File: config.mk
export PLATFORM = sky130hd
export DESIGN_NAME = uart_tx_path
export DESIGN_NICKNAME = d
export VERILOG_FILES = /design/src/rtl/uart_tx_pkg.sv /design/src/rtl/uart_tx_fifo.sv /design/src/rtl/uart_tx_path.sv
export SDC_FILE = /design/constraint.sdc
export NUM_CORES = 1
export LEC_CHECK = 0
export BUFFER_PORTS_ARGS = -buffer_cell sky130_fd_sc_hd__buf_2
export CORE_MARGIN = 1.5
export CORE_UTILIZATION = 55
export CTS_BUF_LIST = sky130_fd_sc_hd__clkbuf_16
export DETAILED_ROUTE_END_ITERATION = 6
export PLACE_DENSITY = 0.83
export SLEW_MARGIN = 20
export SYNTH_ARGS = -nofsm -noshare
export SYNTH_HDL_FRONTEND = slang
export SYNTH_HIERARCHICAL = 1
export SYNTH_SLANG_ARGS = --single-unit
File: constraint.sdc
create_clock -name clk -period 6.86 [get_ports clk]
set_input_delay 1.029 -clock clk [delete_from_list [all_inputs] [get_ports clk]]
set_output_delay 1.029 -clock clk [all_outputs]
set_load 0.005 [all_outputs]
File: src/rtl/uart_tx_pkg.sv
// uart_tx_pkg: shared FSM encoding and default parameters for the UART transmit path
package uart_tx_pkg;
  typedef enum logic [1:0] {IDLE = 2'd0, START = 2'd1, DATA = 2'd2, STOP = 2'd3} state_t;
  localparam int OVERSAMPLE = 16;
  localparam int D_BIT_DEF = 8;
  localparam int STOP_TICK_DEF = 32;
  localparam int DEPTH_DEF = 8;
  localparam int CNT_W_DEF = 10;
endpackage

File: src/rtl/uart_tx_fifo.sv
// uart_tx_fifo: first-word-fall-through FIFO with registered full/empty flags
module uart_tx_fifo #(
  parameter int WIDTH = 8,
  parameter int DEPTH = 8
) (
  input  logic             clk,
  input  logic             rst,
  input  logic             write_en,
  input  logic [WIDTH-1:0] data_in,
  input  logic             read_en,
  output logic [WIDTH-1:0] data_out,
  output logic             full,
  output logic             empty
);
  localparam int AW = $clog2(DEPTH);
  localparam logic [AW:0] FULL_CNT = (AW+1)'(DEPTH);
  logic [WIDTH-1:0] mem [DEPTH];
  logic [AW-1:0] wr_ptr, rd_ptr;
  logic [AW:0] count, count_nx;
  logic wr, rd;
  assign wr = write_en && !full;
  assign rd = read_en && !empty;
  assign count_nx = count + {{AW{1'b0}}, wr} - {{AW{1'b0}}, rd};
  assign data_out = mem[rd_ptr];
  always_ff @(posedge clk) begin
    if (rst) begin
      wr_ptr <= '0;
      rd_ptr <= '0;
      count <= '0;
      full <= 1'b0;
      empty <= 1'b1;
    end else begin
      if (wr) mem[wr_ptr] <= data_in;
      if (wr) wr_ptr <= wr_ptr + 1'b1;
      if (rd) rd_ptr <= rd_ptr + 1'b1;
      count <= count_nx;
      full <= count_nx == FULL_CNT;
      empty <= count_nx == '0;
    end
  end
endmodule

File: src/rtl/uart_tx_path.sv
// uart_tx_path: FIFO-buffered UART transmitter with internal baud tick generator
module uart_tx_path
  import uart_tx_pkg::*;
#(
  parameter int D_BIT = D_BIT_DEF,
  parameter int STOP_TICK = STOP_TICK_DEF,
  parameter int DEPTH = DEPTH_DEF,
  parameter int CNT_W = CNT_W_DEF
) (
  input  logic             clk,
  input  logic             rst,
  input  logic             write_en,
  input  logic [D_BIT-1:0] write_data,
  output logic             full,
  output logic             empty,
  input  logic [CNT_W-1:0] input_number,
  output logic             tx,
  output logic             tx_busy,
  output logic             tx_done
);
  localparam int SW = STOP_TICK > OVERSAMPLE ? $clog2(STOP_TICK) : 4;
  localparam int NW = D_BIT > 1 ? $clog2(D_BIT) : 1;
  logic [CNT_W-1:0] cnt;
  logic s_tick;
  state_t state, state_nx;
  logic [SW-1:0] s_cnt, s_cnt_nx;
  logic [NW-1:0] n, n_nx;
  logic [D_BIT-1:0] shreg, shreg_nx, head;
  logic pop, done_nx, tx_nx;
  uart_tx_fifo #(.WIDTH(D_BIT), .DEPTH(DEPTH)) u_fifo (
    .clk(clk), .rst(rst), .write_en(write_en), .data_in(write_data),
    .read_en(pop), .data_out(head), .full(full), .empty(empty)
  );
  // A zero divisor parks the counter so the FSM stalls with tx held
  assign s_tick = (input_number != '0) && (cnt == input_number - CNT_W'(1));
  always_ff @(posedge clk)
    cnt <= (rst || s_tick || input_number == '0) ? '0 : cnt + 1'b1;
  always_ff @(posedge clk) begin
    if (rst) begin
      state <= IDLE;
      s_cnt <= '0;
      n <= '0;
      shreg <= '0;
      tx <= 1'b1;
      tx_done <= 1'b0;
    end else begin
      state <= state_nx;
      s_cnt <= s_cnt_nx;
      n <= n_nx;
      shreg <= shreg_nx;
      tx <= tx_nx;
      tx_done <= done_nx;
    end
  end
  always_comb begin
    state_nx = state;
    s_cnt_nx = s_cnt;
    n_nx = n;
    shreg_nx = shreg;
    pop = 1'b0;
    done_nx = 1'b0;
    case (state)
      IDLE: if (!empty) begin
        pop = 1'b1;
        shreg_nx = head;
        s_cnt_nx = '0;
        state_nx = START;
      end
      START: if (s_tick) begin
        s_cnt_nx = s_cnt == SW'(OVERSAMPLE-1) ? '0 : s_cnt + 1'b1;
        if (s_cnt == SW'(OVERSAMPLE-1)) begin
          n_nx = '0;
          state_nx = DATA;
        end
      end
      DATA: if (s_tick) begin
        s_cnt_nx = s_cnt == SW'(OVERSAMPLE-1) ? '0 : s_cnt + 1'b1;
        if (s_cnt == SW'(OVERSAMPLE-1)) begin
          shreg_nx = shreg >> 1;
          n_nx = n == NW'(D_BIT-1) ? n : n + 1'b1;
          state_nx = n == NW'(D_BIT-1) ? STOP : DATA;
        end
      end
      STOP: if (s_tick) begin
        s_cnt_nx = s_cnt == SW'(STOP_TICK-1) ? '0 : s_cnt + 1'b1;
        done_nx = s_cnt == SW'(STOP_TICK-1);
        state_nx = s_cnt == SW'(STOP_TICK-1) ? IDLE : STOP;
      end
      default: state_nx = IDLE;
    endcase
  end
  // tx is precomputed from the next state so the line comes straight off a flop
  always_comb tx_nx = state_nx == START ? 1'b0 : state_nx == DATA ? shreg_nx[0] : 1'b1;
  assign tx_busy = state != IDLE;
endmodule

# [Word level (Yosys, flattened, before mapping)]
# Memories as Yosys holds them, arrays and structs flattened. A register that Yosys moved wholly into a read port is not among the register bits.
# Cells that the tools add are included.
[word_totals] out_inout_bits=5 ram_bits=64 elab_cells=95 register_bits=42 mem_count=1 in_bits=21
[op_classes] add_sub_neg=8 n_mux=34 n_reduce_logical=19 bitwise_logic=2 eq_ne=18
[memory_table] memory="u_fifo.mem" depth=8 width=8 read_ports=1 rd_ports_with_merged_regs=1 wr=1 line="uart_tx_fifo.sv:17" text="logic [WIDTH-1:0] mem [DEPTH];"
[op_table] cell="2-to-1 mux 5 bit" count=5
[op_table] cell="2-to-1 mux 8 bit" count=3
[op_table] cell="2-to-1 mux 3 bit" count=7
[op_table] cell="one-hot mux 8 bit (2 select lines)" count=1
[op_table] cell="one-hot mux 5 bit (3 select lines)" count=1
[op_table] cell="2-to-1 mux 2 bit" count=7
[op_table] cell="inequality test 2 bit, second input constant" count=7
[op_table] cell="adder 10 x 1 -> 10 bit, second input constant" count=1
[op_table] cell="equality test 10 bit" count=1
[op_table] cell="zero test 10 bit" count=1
[op_table] cell="nonzero test 10 bit" count=1
[op_table] cell="subtractor 10 x 1 -> 10 bit, second input constant" count=1
[op_table] cell="adder 3 x 1 -> 3 bit, second input constant" count=3
[op_table] cell="2-to-1 mux 1 bit" count=8
[op_table] cell="one-hot mux 2 bit (4 select lines)" count=1
[op_table] cell="equality test 2 bit, second input constant" count=3
[op_table] cell="one-hot mux 3 bit (2 select lines)" count=1
[op_table] cell="AND reduction 6 bit" count=1
[op_table] cell="nonzero test 2 bit" count=3
[op_table] cell="adder 5 x 1 -> 5 bit, second input constant" count=1
[op_table] cell="equality test 5 x 4 -> 1 bit, second input constant" count=1
[op_table] cell="equality test 5 bit, second input constant" count=1
[op_table] cell="adder 4 x 1 -> 4 bit" count=1
[op_table] cell="equality test 2 x 1 -> 1 bit, second input constant" count=2
[op_table] cell="14 further kinds" count=19

# [Longest topological paths before layout]
[logic_depth] depth_word=8 mapped_depth=12 ltp_nobuf=11

# [Modules after synthesis]
# The synthesis kept the hierarchy.
[by_module_without_submodules] mod="uart_tx_fifo" seq_area_each_um2=2222.1 n_inst=1 cells_each=169 area_per_inst_um2=3169.3
[by_module_without_submodules] mod="uart_tx_path" seq_area_each_um2=600.6 n_inst=1 cells_each=242 area_per_inst_um2=2031.9

# [Least setup slack after synthesis]
# No wires, ideal clock.
[synth_path] path_kind="in2reg" start="in input_number[0]" end="reg tx" setup_ps=120 setup_slack_ps=3395 required_ps=6740 arrival_time_ps=3345 cell_stages=9 n_path_buf=1 path_cell_list="or3_4 > or3_4 > a211o_1 > o22a_1 > or3b_1 > buf_6 > a311oi_4 > and4_1 > o21bai_2"
[synth_via] elab_chain_cells=8 elab_cells_between_ends=14 cone_classes="add/sub: 1; eq/ne: 3; mux: 8; reduce/logical: 2"
[synth_lines] element="start: declaration" line="uart_tx_path.sv:16" text="input logic [CNT_W-1:0] input_number,"
[synth_lines] element="subtractor 10 x 1 -> 10 bit" line="uart_tx_path.sv:35" text="assign s_tick = (input_number != '0) && (cnt == input_number - CNT_W'(1));"
[synth_lines] element="equality test 10 bit" line="uart_tx_path.sv:35"
[synth_lines] element="logical AND 1 bit (*)" line="uart_tx_path.sv:35"
[synth_lines] element="2-to-1 mux 2 bit, on equally long branches" line="uart_tx_path.sv:84, uart_tx_path.sv:69, uart_tx_path.sv:76"
[synth_lines] element="one-hot mux 2 bit (4 select lines)" line="uart_tx_path.sv:62" text="case (state)"
[synth_lines] element="equality test 2 bit" line="uart_tx_path.sv:93" text="always_comb tx_nx = state_nx == START ? 1'b0 : state_nx == DATA ? shreg_nx[0] : 1'b1;"
[synth_lines] element="2-to-1 mux 1 bit" line="uart_tx_path.sv:93"
[synth_lines] element="2-to-1 mux 1 bit (*)" line="uart_tx_path.sv:93"
[synth_lines] element="end signal: assignment" line="uart_tx_path.sv:51" text="tx <= tx_nx;"
[synth_lines] element="end: declaration" line="uart_tx_path.sv:17" text="output logic tx,"
# Every way passes the cells marked *; elsewhere a longest branch is shown, timed or not. The select of a mux whose other input is x is not followed.
# A chain may end at the register's enable or synchronous reset.

# [Worst setup path in the final report]
[layout_path] start="in input_number[0]" end="reg shreg[3]"
[layout_via] elab_chain_cells=5 elab_cells_between_ends=6 cone_classes="add/sub: 1; eq/ne: 2; reduce/logical: 3"
[layout_lines] element="subtractor 10 x 1 -> 10 bit" line="uart_tx_path.sv:35"
[layout_lines] element="equality test 10 bit" line="uart_tx_path.sv:35"
[layout_lines] element="logical AND 1 bit (*)" line="uart_tx_path.sv:35"
[layout_lines] element="inequality test 2 bit (no source line) (*)"
[layout_lines] element="AND reduction 4 bit (no source line) (*)"
[layout_lines] element="end signal: assignment" line="uart_tx_path.sv:50" text="shreg <= shreg_nx;"
[layout_lines] element="end: declaration" line="uart_tx_path.sv:28" text="logic [D_BIT-1:0] shreg, shreg_nx, head;"
# Every way passes the cells marked *; elsewhere a longest branch is shown, timed or not.

==> impl_metrics.json <==
{
  "critPathRequiredTime_ns": 7.13,
  "seq_area_um2": 2823,
  "synth-seq-cells": 109,
  "die_y_um": 100.2,
  "drive_gt1_share_pct": 15.83,
  "cp_max_fo": 12,
  "yosysTopAreaCellShare_pct": 36.95,
  "switching_share_pct": 31.39,
  "start_util_pct": 56.56,
  "crit_family": "simple AND/OR/NAND/NOR gates",
  "rsz0062_at_grt": "false",
  "synth-edff-count": 64,
  "worstSetupEndpointType": "register",
  "grt_pass1_vias": 3211,
  "multiInputGateArea_um2": 2221,
  "internal-power_uw": 1245,
  "worst-path-stages": 11,
  "worstHoldPathType": "reg2reg",
  "syn_avg_cell_area_um2": 12.66,
  "synth_area_leaders": "edfxtp_1 (37%), dfxtp_1 (17%), mux4_1 (7.6%), ha_1 (4.3%), nor2_1 (3.5%)",
  "worstSetupEndpoint": "shreg[3]",
  "grt_pass1_wl_mm": 15.20,
  "finClkSkew_ns": 0.005509,
  "synth_cell_types": 61,
  "critPathMaxStageDelay_ns": 0.63,
  "cp-startpoint": "input_number[0]",
  "finalCritPeriodShare_pct": 54.11,
  "ctsHtreeMaxLevel": 3,
  "core_area_um2": 9196,
  "p_leak_uw": 0.002005,
  "final_hold_viol_count": 0,
  "clock_latency_ns": 0.35,
  "fp.dieArea_um2": 10050,
  "max_clock_freq_mhz": 269.4,
  "dpl.cell_count": 531,
  "rows": 35,
  "viasPerCell": 5.814,
  "gp_congestion": 0.8256,
  "clock-sinks": 109,
  "finalSetupTns_ns": 0,
  "ctsLongestPathBuffers": 2,
  "worstSetupPathType": "in2reg",
  "yosysWarnings": 6,
  "die_x_um": 100.2,
  "timing.rr.end": "u_fifo/full",
  "antenna_found_initial": 0,
  "final-setup-viol-count": 0,
  "async_flop_share_pct": 0,
  "p_comb_share_pct": 25.7,
  "drt_first_iter_violations": 132,
  "area_delta_synth_final_pct": 9.165,
  "grt_max_degree": 39,
  "synth.cell_area_um2": 5201,
  "p_seq_share_pct": 45.4,
  "worst_pin_slew_ns": 0.8850,
  "pin_count": 26,
  "cap_violations": 0,
  "fillCellCount": 694,
  "drt_pass1_iterations": 4,
  "outcome": "complete, no violations",
  "portBuffers": 25,
  "grt_overflow": 0,
  "ys_seq_area_share_pct": 54.27,
  "synthTopCellsByCount": "edfxtp_1 (64), nor2_1 (48), dfxtp_1 (45)",
  "crit_chain": "buf_2 -> inv_1 -> ha_1 -> nor4b_1 -> nand2_1 -> xnor2_1 -> o2111ai_1 -> or3b_1 -> a21oi_4 -> nor2_1 -> a211oi_2",
  "route.final.wire_length_mm": 8.893,
  "wire_per_inst_um": 16.26,
  "netlist_instances": 411,
  "final_nets": 471,
  "ys.flop_type": "edfxtp_1",
  "period_minus_slack_ns": 3.712,
  "ff2ff_setup_slack_ns": 3.24,
  "tritoncts": "built",
  "drv_slew": 0,
  "power.density_nw_per_um2": 319.6,
  "stdcell_count": 547,
  "p_clk_share_pct": 28.9,
  "worst-path-buf-inv": 2,
  "ir_worst_vdd_mv": 0.1935,
  "clkTransAtPathRegs_ns": 0.08,
  "route.detailed.drc": 0,
  "numCtsBuffers": 9,
  "hpwlAfterDp_mm": 6.075,
  "cts_setup_buffers": 0,
  "post_cts_resized": 0,
  "arrival_ns": 3.99,
  "relSlewSlack_pct": 40.92,
  "synth_top_area_cell": "edfxtp_1",
  "vias": 3180,
  "syn_nets": 451,
  "start_kind": "input port",
  "grtUsageTotal_pct": 19.59,
  "clockRootBuffer": "clkbuf_16",
  "diodes": 0,
  "yosys.cell_count.top_type": "edfxtp_1",
  "regToRegStartpoint": "state[0]",
  "cp_slowest_cell": "or3b_1",
  "switchingPower_uw": 569.6,
  "cts_hold_buf": 0,
  "r2r_cells": 11,
  "postRouteAntennaNets": 0
}
state kept, by name, summed over array words and instances, names as in the netlist, named ones only:
signal and cells:
cnt 10, n 3, s_cnt 5, shreg 8
state 2, tx 1, tx_done 1, u_fifo/count 4
u_fifo/empty 1, u_fifo/full 1, u_fifo/mem 64, u_fifo/rd_ptr 3
u_fifo/wr_ptr 3
worst min path at each step:
stage,start,to,cells past startpoint
floorplan,cnt[0],cnt[0],1
global placement,s_cnt[1],s_cnt[1],2
detailed placement,s_cnt[1],s_cnt[1],2
CTS,s_cnt[1],s_cnt[1],2
global route,s_cnt[1],s_cnt[1],2
finish,s_cnt[1],s_cnt[1],2
through the flow:
step	setup WS, ns	total power, µW	hold slack (ns)	instance area, µm²	util [%]
2_1_floorplan	3.395	1217	0.4470	5201	-
3_3_place_gp	2.946	1280	0.4604	5371	58.41
3_5_place_dp	2.804	1302	0.4681	5371	58.41
4_1_cts	3.149	1825	0.4782	5678	61.74
5_1_grt	2.775	1920	0.5057	5678	61.74
6_report	3.148	1815	0.4807	5678	61.74
logic make-up after synthesis:
family | after synthesis | synth area share, %
and+or+nand+nor | 128 | 12.61
DFF | 109 | 54.27
AOI/OAI and AO/OA | 64 | 9.286
buffers and inverters | 31 | 3.031
xor gates and xnor gates | 30 | 5.052
muxes | 30 | 11.04
adders and majority gates | 19 | 4.715
layout make-up:
class / count / share of cell area [%]
Sequential cell: 109 / 49.71
Multi-Input combinational cell: 271 / 39.11
Clock buffer: 9 / 3.967
Timing Repair Buffer: 27 / 2.468
Tap cell: 111 / 2.446
Clock inverter: 7 / 1.432
Inverter: 13 / 0.8594
tightest hold or removal path, cell delays in order, from the launching register on:
cell	delay, ns
dfxtp_1	0.33
nand2_1	0.06
a21oi_1	0.05
power by group through the flow:
| stage | clock [µW] | combinational [µW] | sequential, µW |
|---|---|---|---|
| after detailed placement | 0 | 463 | 839 |
| after global routing | 562 | 523 | 835 |
| after global placement | 0 | 444 | 837 |
| after CTS | 533 | 467 | 824 |
| final | 524 | 466 | 825 |
| after floorplan | 0 | 413 | 804 |
layout by cell type (no fill, tap or decap), drive strengths merged, types with 3 or more instances in the layout:
master	Yosys	layout
nor3	7	7
ha	18	18
mux2i	3	3
xor2	13	13
edfxtp	64	64
clkbuf	11	9
a32oi	7	7
or3b	3	3
nor4	5	5
buf	7	27
and3	3	3
nor2b	7	7
mux4	16	16
nor2	48	48
nand2	21	21
xnor2	17	17
o21ai	12	12
a211oi	7	7
a21oi	19	19
nand3	9	9
or3	6	6
mux2	11	11
dfxtp	45	45
inv	12	18
nand2b	4	4
and2	5	5
nor3b	4	4
per-layer routing:
layer  share of wire (%)  vias up  global-route usage [%]  wire [µm]
li1                    -     1574                       -          -
met1                  45     1525                   24.40       3972
met4                 1.5        0                   7.042        131
met5                   0        -                       0          0
met3                 4.3       11                   4.596        385
met2                  49       70                   33.54       4402
No activity file was read; power rests on OpenSTA's default activity.
